`src/rtl/block_spawner_if.sv`:
```
// Beatmap ROM read bus between block_spawner (master) and the beatmap BRAM (slave).
// Read protocol: no valid/ready; map_data holds mem[map_addr] exactly ROM_LATENCY cycles after map_addr is presented.
interface block_spawner_if #(
  parameter int MAP_ADDR_W = 8
);
  logic [MAP_ADDR_W-1:0] map_addr;
  logic [45:0]           map_data;

  modport master (output map_addr, input map_data);
  modport slave  (input map_addr, output map_data);
endinterface

```
`src/rtl/block_spawner.sv`:
```
// Song scheduler: walks the beatmap in time order and fills the block table, retiring hit or late blocks.
// Optional: define SPAWNER_MISS_COUNT_EN to build the saturating timeout-miss counter.
module block_spawner #(
  parameter int NUM_BLOCKS  = 12,
  parameter int MAP_ADDR_W  = 8,
  parameter int ROM_LATENCY = 2,
  parameter int LOOKAHEAD   = 150,
  parameter int DESPAWN     = 10
) (
  input  logic                        clk_in,
  input  logic                        rst_in,
  input  logic                        start_in,
  input  logic [17:0]                 curr_time_in,
  input  logic [NUM_BLOCKS-1:0]       hit_in,
  block_spawner_if.master             map_bus,
  output logic [NUM_BLOCKS-1:0][11:0] block_x_out,
  output logic [NUM_BLOCKS-1:0][11:0] block_y_out,
  output logic [NUM_BLOCKS-1:0][17:0] block_time_out,
  output logic [NUM_BLOCKS-1:0]       block_color_out,
  output logic [NUM_BLOCKS-1:0][2:0]  block_direction_out,
  output logic [NUM_BLOCKS-1:0]       block_visible_out,
  output logic                        busy_out,
  output logic                        done_out,
  output logic [7:0]                  miss_count_out,
  output logic [2:0]                  state_dbg_out
);

  localparam int WAIT_W = (ROM_LATENCY > 1) ? $clog2(ROM_LATENCY) : 1;
  localparam int IDX_W  = $clog2(NUM_BLOCKS);

  typedef enum logic [2:0] {
    S_IDLE  = 3'd0,
    S_FETCH = 3'd1,
    S_WAIT  = 3'd2,
    S_CHECK = 3'd3,
    S_DRAIN = 3'd4
  } state_e;

  state_e                        state_q, state_d;
  logic [MAP_ADDR_W-1:0]         addr_q, addr_d;
  logic [WAIT_W-1:0]             wait_q, wait_d;
  logic [45:0]                   entry_q, entry_d;
  logic [NUM_BLOCKS-1:0][11:0]   x_q, x_d, y_q, y_d;
  logic [NUM_BLOCKS-1:0][17:0]   time_q, time_d;
  logic [NUM_BLOCKS-1:0]         color_q, color_d;
  logic [NUM_BLOCKS-1:0][2:0]    dir_q, dir_d;
  logic [NUM_BLOCKS-1:0]         visible_q, visible_d;
  logic                          busy_q, busy_d;
  logic                          done_q, done_d;

  logic [17:0]           e_time;
  logic                  e_sentinel, e_stale, e_due;
  logic                  has_free, last_addr, alloc, advance;
  logic [IDX_W-1:0]      free_idx;
  logic [NUM_BLOCKS-1:0] timeout, retire;

  // Window tests use 19-bit sums so times near 18'h3FFFF cannot wrap.
  assign e_time     = entry_q[21:4];
  assign e_sentinel = (e_time == 18'h3FFFF);
  assign e_stale    = {1'b0, curr_time_in} > ({1'b0, e_time} + 19'(DESPAWN));
  assign e_due      = {1'b0, e_time} <= ({1'b0, curr_time_in} + 19'(LOOKAHEAD));
  assign has_free   = ~&visible_q;
  assign last_addr  = &addr_q;
  assign alloc      = (state_q == S_CHECK) && !e_sentinel && !e_stale && e_due && has_free;
  assign advance    = (state_q == S_CHECK) && !e_sentinel && (e_stale || (e_due && has_free));

  always_comb begin
    free_idx = '0;
    for (int i = NUM_BLOCKS - 1; i >= 0; i--) begin
      if (!visible_q[i]) free_idx = IDX_W'(i);
    end
  end

  always_comb begin
    timeout = '0;
    retire  = '0;
    for (int i = 0; i < NUM_BLOCKS; i++) begin
      timeout[i] = visible_q[i] && ({1'b0, curr_time_in} > ({1'b0, time_q[i]} + 19'(DESPAWN)));
      retire[i]  = (hit_in[i] && visible_q[i]) || timeout[i];
    end
  end

  // State register
  always_ff @(posedge clk_in) begin
    if (rst_in) state_q <= S_IDLE;
    else        state_q <= state_d;
  end

  // Next-state logic
  always_comb begin
    state_d = state_q;
    case (state_q)
      S_IDLE:  if (start_in) state_d = S_FETCH;
      S_FETCH: state_d = S_WAIT;
      S_WAIT:  if (wait_q == '0) state_d = S_CHECK;
      S_CHECK: begin
        if (e_sentinel)   state_d = S_DRAIN;
        else if (advance) state_d = last_addr ? S_DRAIN : S_FETCH;
      end
      S_DRAIN: if (visible_q == '0) state_d = S_IDLE;
      default: state_d = S_IDLE;
    endcase
  end

  // Output / datapath logic
  always_comb begin
    addr_d    = addr_q;
    wait_d    = wait_q;
    entry_d   = entry_q;
    x_d       = x_q;
    y_d       = y_q;
    time_d    = time_q;
    color_d   = color_q;
    dir_d     = dir_q;
    visible_d = visible_q & ~retire;
    busy_d    = busy_q;
    done_d    = 1'b0;
    case (state_q)
      S_IDLE: begin
        if (start_in) begin
          addr_d    = '0;
          busy_d    = 1'b1;
          x_d       = '0;
          y_d       = '0;
          time_d    = '0;
          color_d   = '0;
          dir_d     = '0;
          visible_d = '0;
        end
      end
      S_FETCH: wait_d = WAIT_W'(ROM_LATENCY - 1);
      S_WAIT: begin
        if (wait_q != '0) wait_d  = wait_q - 1'b1;
        else              entry_d = map_bus.map_data;
      end
      S_CHECK: begin
        // The free mask is last cycle's visible vector, so a just-retired slot waits one cycle.
        if (alloc) begin
          x_d[free_idx]       = entry_q[45:34];
          y_d[free_idx]       = entry_q[33:22];
          time_d[free_idx]    = entry_q[21:4];
          color_d[free_idx]   = entry_q[3];
          dir_d[free_idx]     = entry_q[2:0];
          visible_d[free_idx] = 1'b1;
        end
        if (advance && !last_addr) addr_d = addr_q + 1'b1;
      end
      S_DRAIN: begin
        if (visible_q == '0) begin
          busy_d = 1'b0;
          done_d = 1'b1;
        end
      end
      default: ;
    endcase
  end

  always_ff @(posedge clk_in) begin
    if (rst_in) begin
      addr_q    <= '0;
      wait_q    <= '0;
      entry_q   <= '0;
      x_q       <= '0;
      y_q       <= '0;
      time_q    <= '0;
      color_q   <= '0;
      dir_q     <= '0;
      visible_q <= '0;
      busy_q    <= 1'b0;
      done_q    <= 1'b0;
    end else begin
      addr_q    <= addr_d;
      wait_q    <= wait_d;
      entry_q   <= entry_d;
      x_q       <= x_d;
      y_q       <= y_d;
      time_q    <= time_d;
      color_q   <= color_d;
      dir_q     <= dir_d;
      visible_q <= visible_d;
      busy_q    <= busy_d;
      done_q    <= done_d;
    end
  end

`ifdef SPAWNER_MISS_COUNT_EN
  logic [7:0] miss_q, miss_d;
  logic [4:0] miss_inc;
  logic [8:0] miss_sum;

  // A slot hit in the same cycle it times out counts as a hit, not a miss.
  always_comb begin
    miss_inc = '0;
    for (int i = 0; i < NUM_BLOCKS; i++) begin
      miss_inc = miss_inc + 5'(timeout[i] && !hit_in[i]);
    end
    miss_sum = {1'b0, miss_q} + 9'(miss_inc);
    if ((state_q == S_IDLE) && start_in) miss_d = '0;
    else if (miss_sum[8])                miss_d = 8'hFF;
    else                                 miss_d = miss_sum[7:0];
  end

  always_ff @(posedge clk_in) begin
    if (rst_in) miss_q <= '0;
    else        miss_q <= miss_d;
  end

  assign miss_count_out = miss_q;
`else
  assign miss_count_out = '0;
`endif

  assign map_bus.map_addr    = addr_q;
  assign block_x_out         = x_q;
  assign block_y_out         = y_q;
  assign block_time_out      = time_q;
  assign block_color_out     = color_q;
  assign block_direction_out = dir_q;
  assign block_visible_out   = visible_q;
  assign busy_out            = busy_q;
  assign done_out            = done_q;
  assign state_dbg_out       = state_q;

endmodule

```
`src/flat_wrapper.sv`:
```
// flat-port wrapper written by rule: the top's interface ports become plain ports
module block_spawner_flat 
#(
  parameter int NUM_BLOCKS  = 12,
  parameter int MAP_ADDR_W  = 8,
  parameter int ROM_LATENCY = 2,
  parameter int LOOKAHEAD   = 150,
  parameter int DESPAWN     = 10
)
  (clk_in, rst_in, start_in, curr_time_in, hit_in, block_x_out, block_y_out, block_time_out, block_color_out, block_direction_out, block_visible_out, busy_out, done_out, miss_count_out, state_dbg_out, map_bus_map_addr, map_bus_map_data);
  block_spawner_if #(.MAP_ADDR_W(MAP_ADDR_W)) map_bus_i ();
  input  logic clk_in;
  input  logic rst_in;
  input  logic start_in;
  input  logic [17:0] curr_time_in;
  input  logic [NUM_BLOCKS-1:0] hit_in;
  output logic [NUM_BLOCKS-1:0][11:0] block_x_out;
  output logic [NUM_BLOCKS-1:0][11:0] block_y_out;
  output logic [NUM_BLOCKS-1:0][17:0] block_time_out;
  output logic [NUM_BLOCKS-1:0] block_color_out;
  output logic [NUM_BLOCKS-1:0][2:0] block_direction_out;
  output logic [NUM_BLOCKS-1:0] block_visible_out;
  output logic busy_out;
  output logic done_out;
  output logic [7:0] miss_count_out;
  output logic [2:0] state_dbg_out;
  output wire logic [$bits(map_bus_i.map_addr)-1:0] map_bus_map_addr;
  input wire logic [$bits(map_bus_i.map_data)-1:0] map_bus_map_data;
  assign map_bus_map_addr = map_bus_i.map_addr;
  assign map_bus_i.map_data = map_bus_map_data;
  block_spawner #(.NUM_BLOCKS(NUM_BLOCKS), .MAP_ADDR_W(MAP_ADDR_W), .ROM_LATENCY(ROM_LATENCY), .LOOKAHEAD(LOOKAHEAD), .DESPAWN(DESPAWN)) u_core (.clk_in(clk_in), .rst_in(rst_in), .start_in(start_in), .curr_time_in(curr_time_in), .hit_in(hit_in), .map_bus(map_bus_i), .block_x_out(block_x_out), .block_y_out(block_y_out), .block_time_out(block_time_out), .block_color_out(block_color_out), .block_direction_out(block_direction_out), .block_visible_out(block_visible_out), .busy_out(busy_out), .done_out(done_out), .miss_count_out(miss_count_out), .state_dbg_out(state_dbg_out));
endmodule
```
`config.mk`:
```
export PLATFORM = sky130hd
export DESIGN_NAME = block_spawner_flat
export DESIGN_NICKNAME = d
export VERILOG_FILES = /design/src/rtl/block_spawner_if.sv /design/src/rtl/block_spawner.sv /design/src/flat_wrapper.sv
export SDC_FILE = /design/constraint.sdc
export NUM_CORES = 2
export LEC_CHECK = 0
export BUFFER_PORTS_ARGS = -buffer_cell sky130_fd_sc_hd__buf_2
export CAP_MARGIN = 5
export CORE_MARGIN = 2
export CORE_UTILIZATION = 30
export CTS_CLUSTER_SIZE = 24
export DETAILED_ROUTE_END_ITERATION = 6
export GPL_TIMING_DRIVEN = 0
export PLACE_DENSITY_LB_ADDON = 0.3
export REMOVE_ABC_BUFFERS = 1
export SETUP_SLACK_MARGIN = 0.15
export SYNTH_ARGS = -nofsm -noshare
export SYNTH_HDL_FRONTEND = slang
export SYNTH_SLANG_ARGS = --single-unit
```
`constraint.sdc`:
```
create_clock -name clk_in -period 4.49 [get_ports clk_in]
set_input_delay 0.6735 -clock clk_in [delete_from_list [all_inputs] [get_ports clk_in]]
set_output_delay 0.6735 -clock clk_in [all_outputs]
set_load 0.1 [all_outputs]
```
After elaboration in Yosys (flattened, before gate mapping). Index checks and enable logic that the tools add are counted.

Register bits: 624. Output and inout bits: 585. Logic and storage cells: 224.

$add $sub $neg: 16. $lt $le $gt $ge: 16. Eq/ne operators: 11. Mux-type cells: 58. Bitwise logic cells: 5. Reduce and logical (&&, ||, !) cells: 62.

Operator list (count): $pmux 144 s2 (2); $mux 144 (3); $mux 216 (2); $pmux 216 s2 (1); $bwmux 144 (2); $add 18x4->19 const B (13); $gt 18x19->1 (13); $bwmux 216 (1); $demux 18 s4 (1); $mux 36 (2); $pmux 36 s2 (1); $mux 12 (5); $demux 12 s4 (1); $mux 4 (12); $pmux 12 s2 (2); $bwmux 36 (1); $logic_and 1x1->1 (32); $mux 3 (7); $add 18x8->19 const B (1); $le 18x19->1 (1); $eq 18x18->1 const B (1); $mux 18 (1); $mux 8 (2); $pmux 8 s2 (1); other kinds (31) (60).

Logic depth before layout (Yosys ltp).
Word-level depth: 19. Gate-level depth with buffers: 21. Gate-level depth less buffers: 18.

Worst setup path before layout. OpenSTA, ideal clock, no wires.

Path kind: in2reg. From: in curr_time_in[1]. To: reg u_core.time_q, in the netlist u_core.block_time_out[90]. Setup time: 128 ps. Arrival time: 3981 ps. Setup slack: 381 ps. Stages: 20. Cells stage by stage: inv_1 > ha_1 > inv_1 > a21oi_1 > nor2_1 > o21ai_0 > nor2_1 > nand4_1 > xor2_1 > ha_1 > nand2_1 > o21ai_0 > a21o_1 > a221oi_1 > a31oi_1 > or4_1 > buf_2 > buf_6 > nand4_2 > o31ai_4.

Cells in the longest elaborated chain, start to end: 7.

Ends and longest elaborated chain: from (decl) (RTL line flat_wrapper.sv:15) `input logic [17:0] curr_time_in;`; parallel branches: the longest is 3 deep, another holds $add 18x8->19; $logic_and 1x1->1 * (2 in a row) (RTL line block_spawner.sv:64) `assign alloc = (state_q == S_CHECK) && !e_sentinel && !e_stale && e_due && has_free;`; $ne 2x1->1 (no line) *; $reduce_and 3->1 (no line) *; to (signal assigned) (RTL line block_spawner.sv:177) `time_q <= time_d;`; to (decl) (RTL line block_spawner.sv:44) `logic [NUM_BLOCKS-1:0][17:0] time_q, time_d;`.

Mark *: on every way between the ends. A chain may end at the register's enable or synchronous reset.

Worst setup path in the final report.
From: reg u_core.entry_q[18]. To: reg u_core.y_q, in the netlist u_core.block_y_out[109].

Cells in the longest elaborated chain, start to end: 8.

Ends and longest elaborated chain: from (decl) (RTL line block_spawner.sv:42) `logic [45:0] entry_q, entry_d;`; from (signal assigned) (RTL line block_spawner.sv:174) `entry_q <= entry_d;`; $add 18x4->19 or $eq 18x18->1 (tied branches) (RTL line block_spawner.sv:60, block_spawner.sv:59); $gt 18x19->1 or $logic_not 1->1 (tied branches) (RTL line block_spawner.sv:60, block_spawner.sv:64); $logic_not 1->1 or $logic_and 1x1->1 (tied branches) (RTL line block_spawner.sv:64); $logic_and 1x1->1 (RTL line block_spawner.sv:64); $logic_and 1x1->1 * (2 in a row) (RTL line block_spawner.sv:64); $ne 2x1->1 (no line) *; $reduce_and 3->1 (no line) *; to (signal assigned) (RTL line block_spawner.sv:176) `y_q <= y_d;`; to (decl) (RTL line block_spawner.sv:43) `logic [NUM_BLOCKS-1:0][11:0] x_q, x_d, y_q, y_d;`.

Every way passes the cells marked *; elsewhere a longest branch is shown, timed or not.

==> flow_summary.toml <==
[sta]
drv_slew = 5
setup-violations-final = 0
clock.fmax_mhz = 232
hold_viol = 0
rsz0062_at_grt = "yes"
slew_headroom_pct = -9.59
setup_tns_ns = 0
fin_worst_skew_ns = 0.0452
worstMarginPinSlew_ns = 1.63
period_share_pct = 96.0
fin_crit_ns = 4.31
setup_ws_ns = 0.178

[drt]
drc = 0
wire_per_inst_um = 26.0
num_vias = 30900
routed_wl_um = 145000
drtIter0Drc = 2702
ant_nets = 0
first_pass_iters = 6
via_per_inst = 5.54

[clock_network]
clkSlewWorstSetupHoldPaths_ns = 0.06
cts_buffer_depth = 3
cts_tree = "yes"
clk-insertion-delay-late_ns = 0.66
cts_max_level = 3
root_buffer = "clkbuf_16"
numCtsBuffers = 75
cts.hold.buffers_added = 0
cts.sinks = 624

[worst_setup_path]
required_ns = 5.03
path_cells = "nand4_1 -> nor2_1 -> nand3_1 -> xor2_1 -> ha_1 -> nand3_2 -> or3_4 -> o32ai_4 -> a211oi_2 -> buf_4 -> or3_2 -> buf_4 -> nor2_4 -> buf_12 -> nand2_8 -> mux2i_1"
end_kind = "register"
crit_path_start_kind = "register"
crit_type = "register to register"
cp.buffers_inverters = 3
path_common_cell = "buf_4"
cp.arrival_ns = 4.86
path_max_fanout = 29
cp_slowest_cell = "dfxtp_2"
slowest_delay_ns = 0.57
crit_family = "simple AND/OR/NAND/NOR gates"

[placement]
port_buffers = 655
dp.cells = 5367
hpwl_um = 98300
placed_area_um2 = 35800
gp_congestion = 0.921
pre_cts_slack_ns = -2.07

[die]
core_um2 = 102000
die_x_um = 325
num_rows = 117
start_util_pct = 30.3
die_area_um2 = 106000
ios = 664
dieHeight_um = 325

[global_routing]
busiest_layer = "met2"
grt_max_degree = 121
use_met1_pct = 31.7
met3_usage_pct = 7.03
antenna_found_initial = 5
overflow = 0
grt_pass1_vias = 29100
gr-usage-met2_pct = 41.9
grt_pass1_wl_um = 203000
grt_use_total_pct = 25.7

[synthesis]
synth.most_common_cell = "dfxtp_1"
synth_top_area_cell = "dfxtp_1"
synth_edf_count = 0
synth_top_cell_area_share_pct = 40.3
syn-mean-instance-area_um2 = 8.73
yosys_warnings = 0
async_flop_share_pct = 0
ys_seq_elements = 624
yosys_most_used_dff = "dfxtp_1"
synthCells = 3550
netlist-cell-type-count = 76
ys_seq_area_share_pct = 40.3
syn_area_um2 = 31000
synthTopCellsByArea = "dfxtp_1 40%, ha_1 11%, nand2_1 5.3%, o21ai_0 4.9%, a21oi_1 4.5%"
ys_top_cells_by_count = "624 x dfxtp_1, 438 x nand2_1, 304 x o21ai_0"

[pwr]
p_per_area_nw_per_um2 = 344
ir_drop_uv = 248
p_total_mw = 13.7
p_leak_nw = 16.2

[final_layout]
layoutNonFillerInstCount = 5578
syn_to_final_growth_pct = 28.0
finalInstanceArea_um2 = 39700
fin_nets = 4491
layout-drive-gt1-share_pct = 24.0

[outcome]
status = "finished with violations"
violations = "max-capacitance violations, max-slew violations"

[hold_path]
hold_class = "primary input to register"

[job]
drv_cap = 1
==> placed cells by master, fill, tap and decap left out, types with 11 or more instances in the layout <==
cell         n
buf_2      646
dfxtp_1    609
nand2_1    431
o21ai_0    285
a21oi_1    275
ha_1       265
nand3_1    230
xor2_1     158
nor2_1     130
o21ai_1    101
nand4_1    100
a32o_1      91
clkbuf_16   79
o2bb2ai_1   77
xnor2_1     53
buf_4       51
a22o_1      42
buf_12      39
a21o_1      38
and3_1      36
mux2i_1     30
inv_1       29
nor2b_1     26
nor3_1      17
and4_1      16
o21a_1      16
o21ai_2     15
nor2_4      14
clkbuf_8    14
clkbuf_1    13
clkinv_2    13
dfxtp_4     12
nand2b_1    11
a31oi_1     11
==> final timing paths <==
check / startpoint / endpoint / slack, ns / cells after the start
worst max-delay path: u_core.entry_q[18]$_SDFFE_PP0P_ / u_core.block_y_out[109]$_SDFFE_PP0P_ / 0.18 / 16
worst min-delay path: map_bus_map_data[17] / u_core.entry_q[17]$_SDFFE_PP0P_ / 0.25 / 3
worst max register to register: u_core.entry_q[18]$_SDFFE_PP0P_ / u_core.block_y_out[109]$_SDFFE_PP0P_ / 0.18 / 16
worst min register to register: u_core.block_x_out[116]$_SDFFE_PP0P_ / u_core.block_x_out[116]$_SDFFE_PP0P_ / 0.45 / 2
==> repair_timing <==
item	CTS	global route
endpoints found under the setup margin	574	496
cloned	4	6
pin swaps	14	23
setup buffers	31	29
gates resized for setup	79	63
==> worst reg2reg max path: stages, from the launching register on <==
cell and delay, ns:
dfxtp_2 0.57, nand4_1 0.19, nor2_1 0.18, nand3_1 0.11, xor2_1 0.19, ha_1 0.35, nand3_2 0.11, or3_4 0.39
o32ai_4 0.18, a211oi_2 0.12, buf_4 0.19, or3_2 0.50, buf_4 0.19, nor2_4 0.13, buf_12 0.15, nand2_8 0.22
mux2i_1 0.44
==> layer usage <==
layer	vias up	wire length (um)
li1	14100	-
met1	15000	58200
met2	1499	66100
met3	326	14000
met4	2	6940
met5	-	13
==> where the power goes <==
part | internal [mW] | leakage (nW) | switching [mW]
sequential | 5.57 | 5.04 | 0.148
clock | 3.92 | 1.29 | 2.61
combinational | 0.440 | 9.86 | 0.967
==> through the flow <==
step,util (%),hold slack [ns]
after floorplan,-,0.462
after global placement,34.1,0.442
after detailed placement,35.1,0.446
after CTS,38.2,0.193
after global routing,38.8,0.235
final,38.8,0.248
==> sequential cells by signal, summed over array words and instances, names as in the netlist <==
register	cells
u_core.state_dbg_out	3
u_core.block_direction_out	36
u_core.block_time_out	216
u_core.block_color_out	12
u_core.wait_q	1
u_core.done_out	1
u_core.busy_out	1
u_core.block_visible_out	12
u_core.block_x_out	144
u_core.map_bus.map_addr	8
u_core.block_y_out	144
u_core.entry_q	46
==> final cells by class <==
class,count,area (um2)
diodes,3,7.51
clock buffers,104,2170
clock inverters,34,452
fillers,10500,62500
inverters,30,113
multi-input cells,2653,17800
flip-flops and latches,624,12500
well taps,1368,1710
repair buffers,762,4880
==> cells by family after synthesis <==
family	Yosys count	synth area share (%)
flip-flops	624	40.3
buffers and inverters	287	4.06
AND/OR/NAND/NOR	1091	16.7
AO/OA/AOI/OAI	1040	21.3
adder cells (fa/ha/maj)	266	10.7
multiplexers	30	0.969
XOR/XNOR	211	5.96
other	1	0.0121
Power figures use the tool's default switching activity.
